**src/rtl/imem_pkg.sv**
```systemverilog
// Purpose : shared state encoding, alignment mask and default sizing for the I-side miss handler.
// Latency : n/a (type and constant definitions only).
// Backpressure: n/a.
package imem_pkg;

    typedef enum logic [1:0] {
        IDLE    = 2'd0,
        REQ     = 2'd1,
        BACKOFF = 2'd2,
        FILL    = 2'd3
    } miss_state_t;

    localparam logic [31:0] WORD_ALIGN  = 32'hFFFF_FFFC;
    localparam int          TIMEOUT_DEF = 16;
    localparam int          CNT_W_DEF   = 20;

endpackage

```
**src/rtl/sat_counter.sv**
```systemverilog
// Purpose : W-bit statistics counter that sticks at all-ones instead of wrapping.
// Latency : value reflects an increment one edge after inc is seen.
// Backpressure: none; inc is sampled every cycle.
//
// Ports: CLK/RESET (async, active-high), inc (count enable), cnt (current value).
module sat_counter #(
    parameter int W = 20
) (
    input  logic         CLK,
    input  logic         RESET,
    input  logic         inc,
    output logic [W-1:0] cnt
);

    always_ff @(posedge CLK or posedge RESET) begin
        if (RESET) begin
            cnt <= '0;
        end else if (inc && (cnt != {W{1'b1}})) begin
            cnt <= cnt + W'(1);
        end
    end

endmodule

```
**src/rtl/imem_miss_ctrl.sv**
```systemverilog
// Purpose : I-cache miss handler; fetches the stalled PC's word from memory and fills the cache.
// Latency : miss seen -> MEM_REQ 1 cycle; MEM_ACK -> Access_MM 1 cycle; zero-wait miss-to-hit 4 cycles.
// Backpressure: waits on MEM_ACK; withdraws and reissues after TIMEOUT unacknowledged cycles.
//
// Ports:
//   CLK, RESET          clock, asynchronous active-high reset
//   PC, HitWrite        fetch PC and cache registered hit flag (0 = miss / stalled)
//   Access_MM, Data_MM  one-cycle fill strobe and fill data to the cache
//   MEM_REQ, MEM_ADDR   memory read request and word-aligned address
//   MEM_ACK, MEM_RDATA  memory acknowledge with same-cycle read data
//   Busy                state is not IDLE
//   CNT_*               saturating statistics: fills, stall cycles, timeouts, dropped fetches
module imem_miss_ctrl
    import imem_pkg::*;
#(
    parameter int TIMEOUT = TIMEOUT_DEF,
    parameter int CNT_W   = CNT_W_DEF
) (
    input  logic             CLK,
    input  logic             RESET,
    input  logic [31:0]      PC,
    input  logic             HitWrite,
    output logic             Access_MM,
    output logic [31:0]      Data_MM,
    output logic             MEM_REQ,
    output logic [31:0]      MEM_ADDR,
    input  logic             MEM_ACK,
    input  logic [31:0]      MEM_RDATA,
    output logic             Busy,
    output logic [CNT_W-1:0] CNT_FETCH,
    output logic [CNT_W-1:0] CNT_STALL,
    output logic [CNT_W-1:0] CNT_RETRY,
    output logic [CNT_W-1:0] CNT_DROP
);

    localparam int              TO_W    = $clog2(TIMEOUT);
    localparam logic [TO_W-1:0] TO_LAST = TO_W'(TIMEOUT - 1);

    miss_state_t     state, state_nxt;
    logic [TO_W-1:0] tcnt, tcnt_nxt;
    logic            req_nxt;
    logic            acc_nxt;
    logic [31:0]     data_nxt;
    logic [31:0]     addr_nxt;
    logic            pc_match;
    logic            retry_inc;
    logic            drop_inc;

    // The cache compares tags against the live PC, so a fetch is only useful
    // if the PC still names the word we asked for when the data comes back.
    assign pc_match = ((PC & WORD_ALIGN) == MEM_ADDR);
    assign Busy     = (state != IDLE);

    always_ff @(posedge CLK or posedge RESET) begin
        if (RESET) begin
            state     <= IDLE;
            tcnt      <= '0;
            MEM_REQ   <= 1'b0;
            MEM_ADDR  <= '0;
            Access_MM <= 1'b0;
            Data_MM   <= '0;
        end else begin
            state     <= state_nxt;
            tcnt      <= tcnt_nxt;
            MEM_REQ   <= req_nxt;
            MEM_ADDR  <= addr_nxt;
            Access_MM <= acc_nxt;
            Data_MM   <= data_nxt;
        end
    end

    always_comb begin
        state_nxt = state;
        tcnt_nxt  = tcnt;
        req_nxt   = MEM_REQ;
        acc_nxt   = 1'b0;
        data_nxt  = Data_MM;
        addr_nxt  = MEM_ADDR;
        retry_inc = 1'b0;
        drop_inc  = 1'b0;

        case (state)
            IDLE: begin
                if (!HitWrite) begin
                    addr_nxt  = PC & WORD_ALIGN;
                    req_nxt   = 1'b1;
                    tcnt_nxt  = '0;
                    state_nxt = REQ;
                end
            end

            REQ: begin
                // Ack is checked before the timeout so a coincident ack is never retried.
                if (MEM_ACK) begin
                    req_nxt = 1'b0;
                    if (pc_match) begin
                        data_nxt  = MEM_RDATA;
                        acc_nxt   = 1'b1;
                        state_nxt = FILL;
                    end else begin
                        drop_inc  = 1'b1;
                        state_nxt = IDLE;
                    end
                end else if (tcnt == TO_LAST) begin
                    req_nxt   = 1'b0;
                    retry_inc = 1'b1;
                    state_nxt = BACKOFF;
                end else begin
                    tcnt_nxt = tcnt + TO_W'(1);
                end
            end

            // Reissue the latched address; PC is deliberately not re-sampled here.
            BACKOFF: begin
                req_nxt   = 1'b1;
                tcnt_nxt  = '0;
                state_nxt = REQ;
            end

            FILL: begin
                state_nxt = IDLE;
            end
        endcase
    end

    sat_counter #(.W(CNT_W)) u_cnt_fetch (
        .CLK   (CLK),
        .RESET (RESET),
        .inc   (state == FILL),
        .cnt   (CNT_FETCH)
    );

    sat_counter #(.W(CNT_W)) u_cnt_stall (
        .CLK   (CLK),
        .RESET (RESET),
        .inc   (Busy),
        .cnt   (CNT_STALL)
    );

    sat_counter #(.W(CNT_W)) u_cnt_retry (
        .CLK   (CLK),
        .RESET (RESET),
        .inc   (retry_inc),
        .cnt   (CNT_RETRY)
    );

    sat_counter #(.W(CNT_W)) u_cnt_drop (
        .CLK   (CLK),
        .RESET (RESET),
        .inc   (drop_inc),
        .cnt   (CNT_DROP)
    );

endmodule

```
**config.mk**
```make
export PLATFORM = sky130hd
export DESIGN_NAME = imem_miss_ctrl
export DESIGN_NICKNAME = d
export VERILOG_FILES = /design/src/rtl/imem_pkg.sv /design/src/rtl/sat_counter.sv /design/src/rtl/imem_miss_ctrl.sv
export SDC_FILE = /design/constraint.sdc
export NUM_CORES = 1
export LEC_CHECK = 0
export BUFFER_PORTS_ARGS = -buffer_cell sky130_fd_sc_hd__buf_4
export CAP_MARGIN = 20
export CORE_ASPECT_RATIO = 1.5
export CORE_MARGIN = 2
export CORE_UTILIZATION = 40
export DETAILED_ROUTE_END_ITERATION = 10
export PLACE_DENSITY = 0.66
export SLEW_MARGIN = 0
export SYNTH_ARGS = -nofsm -noshare
export SYNTH_HDL_FRONTEND = slang
export SYNTH_SLANG_ARGS = --single-unit
export TNS_END_PERCENT = 30
```
**constraint.sdc**
```tcl
create_clock -name CLK -period 6.31 [get_ports CLK]
set_input_delay 1.5775 -clock CLK [delete_from_list [all_inputs] [get_ports CLK]]
set_output_delay 1.5775 -clock CLK [all_outputs]
set_load 0.01 [all_outputs]
```
==> impl_metrics.env, run 1 <==
export IMPL_outcome="complete, no violations"
export IMPL_postCtsSetupRepairBufs=0
export IMPL_nNetsFinal=848
export IMPL_overflow=0
export IMPL_cts_buffers=17
export IMPL_critPathMaxFanout=35
export IMPL_first_global_vias=5262
export IMPL_portBuffers=210
export IMPL_final_core_util_pct=55.14
export IMPL_antenna_cells=0
export IMPL_vias_per_cell=5.132
export IMPL_htreeDepth=4
export IMPL_syn_inst=558
export IMPL_setup_violations=0
export IMPL_io_pins=215
export IMPL_p_leak_uw=0.004564
export IMPL_yosys_warnings=0
export IMPL_rows=58
export IMPL_path_clk_slew_ns=0.06
export IMPL_finalCritPeriodShare_pct=60.36
export IMPL_cp_start_kind="primary input"
export IMPL_hpwlAfterDp_um=11910
export IMPL_ctsRootBufferMaster="clkbuf_16"
export IMPL_grt_pass1_wl_um=25870
export IMPL_drive_gt1_share_pct=36.42
export IMPL_die_x_um=110.1
export IMPL_tns_ns=0
export IMPL_ant_nets=0
export IMPL_maxSlewViolCount=0
export IMPL_required_ns=6.58
export IMPL_cts_tree="done"
export IMPL_hp_class="flip-flop to flip-flop"
export IMPL_nFillCells=1473
export IMPL_relSlewSlack_pct=36.45
export IMPL_finClkSkew_ns=0.01710
export IMPL_synth_seq_area_share_pct=55.63
export IMPL_cts_resized=0
export IMPL_rsz0062_at_grt="false"
export IMPL_async_reset_ff_share_pct=100.0
export IMPL_cts_sinks=150
export IMPL_antenna_found_initial=0
export IMPL_vias=5122
export IMPL_p_total_uw=2749
export IMPL_cp_data_arrival_time_ns=4.08
export IMPL_crit_path_end_kind="flip-flop"
export IMPL_cp_common_cell="buf_4"
export IMPL_firstDrtPassIters=4
export IMPL_synthDistinctLibCells=37
export IMPL_period_needed_ns=3.809
export IMPL_slowest_delay_ns=0.79
export IMPL_clk_latency_ns=0.42
export IMPL_synthToLayoutAreaGrowth_pct=35.81
export IMPL_ctsHoldBuffers=0
export IMPL_worstSetupPathType="primary input to flip-flop"
export IMPL_cap_violations=0
export IMPL_tightest_slew_ns=0.9385
export IMPL_die_y_um=163.1
export IMPL_hold_violations=0
export IMPL_worstPathCellList="buf_4, xor2_1, nor4_1, nand4_1, nor4_2, buf_4, and2_2, mux2_1"
export IMPL_ys_ff_latch=150
export IMPL_synth_edff_count=0
export IMPL_post_route_drc_count=0
export IMPL_cp_slowest_cell="and2_2"
export IMPL_synth_area_sq_um=6748
export IMPL_core_area_sq_um=16620
export IMPL_drt_iter0_markers=201
export IMPL_gp_congestion=0.7899
export IMPL_grt_use_total_pct=18.35
export IMPL_dieArea_sq_um=17950
export IMPL_synthFlopType="dfrtp_1"
export IMPL_clk_path_buf_depth=2
export IMPL_start_util_pct=40.60
export IMPL_power_density_nw_per_um2=300.0
export IMPL_vdd_drop_max_mv=0.1711
export IMPL_grt_max_degree=106
export IMPL_wl_um=16240
export IMPL_syn_avg_cell_area_sq_um=12.09
export IMPL_wl_per_cell_um=16.27
export IMPL_fmax_mhz=262.6
-- worst paths after layout --
kind | startpoint | end | slack (ns) | cells past startpoint
max in group asynchronous | RESET | u_cnt_retry.cnt[15] | 3.76 | 3
hold / removal | Data_MM[19] | Data_MM[19] | 0.49 | 1
setup / recovery | PC[10] | Data_MM[0] | 2.50 | 8
hold reg to reg | Data_MM[19] | Data_MM[19] | 0.49 | 1
min in group asynchronous | RESET | u_cnt_stall.cnt[7] | 1.36 | 2
setup reg to reg | MEM_ADDR[10] | Data_MM[0] | 3.35 | 7
-- cell type report --
class	instances	area [sq um]	area share, %
clock inverters	12	190.2	2.075
clock buffers	20	446.7	4.874
multi-input cells	386	2880	31.43
well taps	210	262.8	2.867
repair buffers	213	1599	17.45
inverters	7	31.28	0.3413
flip-flops and latches	150	3754	40.96
-- critical path, delay by kind of cell --
| kind | cells | cell delay [ns] |
|---|---|---|
| AND/OR/NAND/NOR | 4 | 1.53 |
| multiplexers | 1 | 0.41 |
| buffers and inverters | 2 | 0.40 |
| XOR/XNOR | 1 | 0.13 |
-- cells in the final DEF, fill, tap and decap left out, drive strengths merged, types with 2 or more instances in the layout --
cell	netlist	layout
a31oi	7	7
nand2b	2	2
o21ai	5	5
clkinvlp	0	2
ha	5	5
and4	8	8
mux2	66	66
and2	5	5
nand2	31	31
nand4	25	25
nor4b	3	3
nor3b	4	4
dfrtp	150	150
xnor2	52	52
conb	1	2
nor3	16	16
bufinv	0	4
buf	12	213
nor4	13	13
nand3	35	35
a21oi	3	3
inv	7	12
and3	17	17
xor2	52	52
clkbuf	4	20
nor2	25	25
nor2b	3	3
-- routing by layer --
layer / wire (um) / track usage (%) / vias up / part of all wire, %
met5: 0 / 0 / - / 0
met4: 297 / 7.595 / 0 / 1.8
met3: 1166 / 4.669 / 24 / 7.2
met2: 8449 / 32.07 / 180 / 52
met1: 6323 / 20.94 / 2523 / 39
li1: - / - / 2395 / -
-- synthesized netlist by cell type, types with 2 or more instances --
cell type / n / area (sq um)
xor2_1: 52 / 455.4
and4_1: 8 / 70.07
and3_1: 17 / 106.4
nor3b_1: 4 / 30.03
buf_2: 6 / 30.03
o21ai_0: 5 / 25.02
nand4_1: 25 / 156.4
nand2_1: 31 / 116.4
buf_6: 3 / 33.78
ha_1: 5 / 62.56
nand2b_1: 2 / 12.51
dfrtp_1: 150 / 3754
nor3_1: 16 / 80.08
and2_1: 4 / 25.02
nor4_1: 13 / 81.33
inv_1: 7 / 26.28
mux2_1: 27 / 304.0
a31oi_1: 7 / 43.79
nand3_1: 35 / 175.2
xnor2_1: 52 / 455.4
nor2b_1: 3 / 18.77
mux2_2: 39 / 439.2
nor2_1: 25 / 93.84
nor4b_1: 2 / 17.52
clkbuf_1: 4 / 15.01
a21oi_1: 3 / 15.01
buf_4: 3 / 22.52
-- through the flow --
step	instances	worst slack [ns]	area [sq um]	hold WS, ns
floorplan	559	0.6961	6751	0.4971
global placement	966	2.097	8527	0.4691
global route	998	2.378	9164	0.5096
finish	998	2.501	9164	0.4856
CTS	998	2.499	9164	0.4919
detailed placement	966	2.083	8527	0.4782
-- power by group --
group | switching [uW] | total, uW | leakage, uW | internal, uW
Clock | 420 | 1100 | 0.000304 | 682
Sequential | 116 | 1180 | 0.00199 | 1060
Combinational | 205 | 468 | 0.00227 | 263
-- state kept, by name, indices dropped and copies added (netlist names) --
signal           flops
u_cnt_drop.cnt      20
u_cnt_retry.cnt     20
u_cnt_fetch.cnt     20
tcnt                 4
Access_MM            1
MEM_ADDR            30
u_cnt_stall.cnt     20
state                2
Data_MM             32
MEM_REQ              1
-- cells by family after synthesis --
logic type,count (synthesis),synth area share [%]
muxes,66,11.01
other,1,0.05557
AOI/OAI and AO/OA,20,1.836
buffers and inverters,23,1.891
adders and majority gates,5,0.9271
DFF,150,55.63
and+or+nand+nor,189,15.15
xor gates and xnor gates,104,13.50
No activity file was read; power rests on OpenSTA's default activity.
==> inputs of run 2 (changes only) <==
--- a/config.mk
+++ b/config.mk
@@ -5,13 +5,14 @@
 export SDC_FILE = /design/constraint.sdc
 export NUM_CORES = 1
 export LEC_CHECK = 0
+export ABC_AREA = 1
 export BUFFER_PORTS_ARGS = -buffer_cell sky130_fd_sc_hd__buf_4
 export CAP_MARGIN = 20
 export CORE_ASPECT_RATIO = 1.5
 export CORE_MARGIN = 2
 export CORE_UTILIZATION = 40
 export DETAILED_ROUTE_END_ITERATION = 10
-export PLACE_DENSITY = 0.66
+export PLACE_DENSITY = 0.67
 export SLEW_MARGIN = 0
 export SYNTH_ARGS = -nofsm -noshare
 export SYNTH_HDL_FRONTEND = slang
==> constraint.sdc (replaced) <==
create_clock -name CLK -period 3.2 [get_ports CLK]
set_input_delay 0.8 -clock CLK [delete_from_list [all_inputs] [get_ports CLK]]
set_output_delay 0.8 -clock CLK [all_outputs]
set_load 0.01 [all_outputs]
==> impl_metrics.env, run 2 <==
export IMPL_io_pins=215
export IMPL_finalCritPeriodShare_pct=66.97
export IMPL_dieArea_sq_um=20780
export IMPL_core_area_sq_um=19240
export IMPL_multi_input_area_sq_um=3670
export IMPL_yosys_warnings=0
export IMPL_crit_path_end_kind="flip-flop"
export IMPL_synthTopCellsByCount="376 x nand2_1, 150 x dfrtp_1, 84 x nor2_1"
export IMPL_period_needed_ns=2.143
export IMPL_synthToLayoutAreaGrowth_pct=30.00
export IMPL_relSlewSlack_pct=61.06
export IMPL_ctsHoldBuffers=0
export IMPL_power_density_nw_per_um2=588.3
export IMPL_cts_sinks=150
export IMPL_p_int_uw=4071
export IMPL_die_x_um=118.4
export IMPL_layout_common_cells="376 x nand2_1, 215 x buf_4, 150 x dfrtp_1, 84 x nor2_1, 57 x inv_1"
export IMPL_rows=62
export IMPL_layout_cells_non_filler=1435
export IMPL_wl_per_cell_um=13.93
export IMPL_top_regs="Data_MM x32, MEM_ADDR x30"
export IMPL_syn_avg_cell_area_sq_um=8.229
export IMPL_combPwrFrac_pct=27.7
export IMPL_hold_violations=0
export IMPL_worstSetupPathType="flip-flop to flip-flop"
export IMPL_dp_cells=1403
export IMPL_ant_nets=0
export IMPL_clk_path_buf_depth=2
export IMPL_drt_iter0_markers=317
export IMPL_setup_violations=0
export IMPL_ys_top_cells_by_area="dfrtp_1 48%, nand2_1 18%, xnor2_1 5.6%, xor2_1 4.6%, nor2_1 4.0%"
export IMPL_register_area_sq_um=3754
export IMPL_synth_edff_count=0
export IMPL_synth_area_sq_um=7850
export IMPL_nNetsFinal=1239
export IMPL_grt_use_total_pct=19.69
export IMPL_postCtsSetupRepairBufs=0
export IMPL_vias_per_cell=4.764
export IMPL_cap_violations=0
export IMPL_tns_ns=0
export IMPL_synth_top_area_share_pct=47.82
export IMPL_largest_register_ffs=32
export IMPL_hpwlAfterDp_um=14560
export IMPL_rsz0062_at_grt="false"
export IMPL_largest_register="Data_MM"
export IMPL_p_leak_uw=0.005287
export IMPL_antenna_cells=0
export IMPL_post_route_drc_count=0
export IMPL_antenna_found_initial=0
export IMPL_start_util_pct=40.80
export IMPL_synth_most_common_cell="nand2_1"
export IMPL_path_clk_slew_ns=0.06
export IMPL_syn_inst=954
export IMPL_firstDrtPassIters=4
export IMPL_die_y_um=175.6
export IMPL_portBuffers=210
export IMPL_vias=6836
export IMPL_p_switching_uw=1932
export IMPL_gp_congestion=0.9190
export IMPL_cts_resized=0
export IMPL_hp_class="flip-flop to flip-flop"
export IMPL_nFillCells=1878
export IMPL_htreeDepth=4
export IMPL_required_ns=3.51
export IMPL_maxSlewViolCount=0
export IMPL_cp_data_arrival_time_ns=2.45
export IMPL_synthFlopType="dfrtp_1"
export IMPL_grt_pass1_wl_um=32910
export IMPL_outcome="complete, no violations"
export IMPL_pre_cts_slack_ns=0.6973
export IMPL_hold_ws_ns=0.4787
export IMPL_tightest_slew_ns=0.5832
export IMPL_clk_latency_ns=0.43
export IMPL_p_clk_share_pct=31.4
export IMPL_async_reset_ff_share_pct=100.0
export IMPL_p_seq_share_pct=41.0
export IMPL_cts_tree="done"
export IMPL_overflow=0
export IMPL_synthDistinctLibCells=34
export IMPL_critPathMaxFanout=13
export IMPL_cp_start_kind="flip-flop"
export IMPL_ctsRootBufferMaster="clkbuf_16"
export IMPL_final_core_util_pct=53.04
export IMPL_ys_ff_latch=150
export IMPL_layout_commonest_cell="nand2_1"
export IMPL_p_sw_share_pct=32.19
export IMPL_grt_max_degree=82
export IMPL_drive_gt1_share_pct=25.87
export IMPL_cts_buffers=17
export IMPL_yosys_area_top_type="dfrtp_1"
export IMPL_wl_um=19990
export IMPL_finClkSkew_ns=0.009006
export IMPL_fmax_mhz=466.7
export IMPL_synth_seq_area_share_pct=47.82
export IMPL_worst_slack_ns=1.057
export IMPL_first_global_vias=6783
export IMPL_vdd_drop_max_mv=0.4246
==> run 2: power by group through the flow <==
stage | Sequential (uW) | Clock (uW) | Combinational [uW]
2_1_floorplan | 2570 | 0 | 910
3_3_place_gp | 2480 | 0 | 1650
5_1_grt | 2510 | 2040 | 1820
4_1_cts | 2460 | 1940 | 1690
6_report | 2460 | 1880 | 1660
3_5_place_dp | 2490 | 0 | 1680
==> run 2: kinds of logic (layout without fill, tap and decap cells) <==
| family | after synthesis | after routing | share of synthesized area [%] |
|---|---|---|---|
| fa+ha+maj | 5 | 5 | 0.7969 |
| compound gates | 26 | 26 | 1.674 |
| xor+xnor | 91 | 91 | 10.15 |
| buf+inv | 91 | 315 | 5.483 |
| simple gates | 566 | 566 | 30.59 |
| mux | 24 | 24 | 3.443 |
| other cells | 1 | 2 | 0.04777 |
| flops | 150 | 150 | 47.82 |
==> run 2: worst max-delay path, stage by stage (launching register included) <==
cell and delay (ns):
dfrtp_1 0.45, ha_1 0.17, inv_1 0.05, nor2_1 0.26, nand2_1 0.13, nor2_2 0.17
nand2_1 0.08, nand2_2 0.30, inv_4 0.12, nand2_1 0.15, nor2_1 0.05, nand2_1 0.05
nand2_1 0.04
==> run 2: metal layers <==
| metal | vias up | global-route usage [%] | wire length (um) |
|---|---|---|---|
| met5 | - | 0 | 0 |
| met4 | 0 | 8.879 | 708 |
| met3 | 48 | 4.773 | 932 |
| met2 | 169 | 35.72 | 10600 |
| met1 | 3207 | 21.65 | 7751 |
| li1 | 3412 | - | - |
==> run 2: final cells by class <==
class | count | area share [%]
Timing Repair Buffer | 217 | 16.21
Clock inverter | 12 | 1.018
Inverter | 66 | 2.513
Sequential cell | 150 | 36.78
Clock buffer | 20 | 4.377
Tap cell | 256 | 3.139
Multi-Input combinational cell | 714 | 35.96
==> run 2: path summary, 6_finish.rpt <==
path	from	to	slack, ns	cells past startpoint
worst min register to register	Data_MM[1]	Data_MM[1]	0.48	2
min in group asynchronous	RESET	u_cnt_retry.cnt[2]	0.49	3
worst min-delay path	Data_MM[1]	Data_MM[1]	0.48	2
worst max register to register	u_cnt_retry.cnt[0]	u_cnt_retry.cnt[6]	1.06	12
worst max-delay path	u_cnt_retry.cnt[0]	u_cnt_retry.cnt[6]	1.06	12
max in group asynchronous	RESET	u_cnt_drop.cnt[9]	2.32	3
==> run 2: stage by stage <==
step / area [sq um] / power [uW]
2_1_floorplan: 7858 / 3482
6_report: 10200 / 6004
3_3_place_gp: 9654 / 4129
4_1_cts: 10200 / 6090
5_1_grt: 10200 / 6360
3_5_place_dp: 9654 / 4176
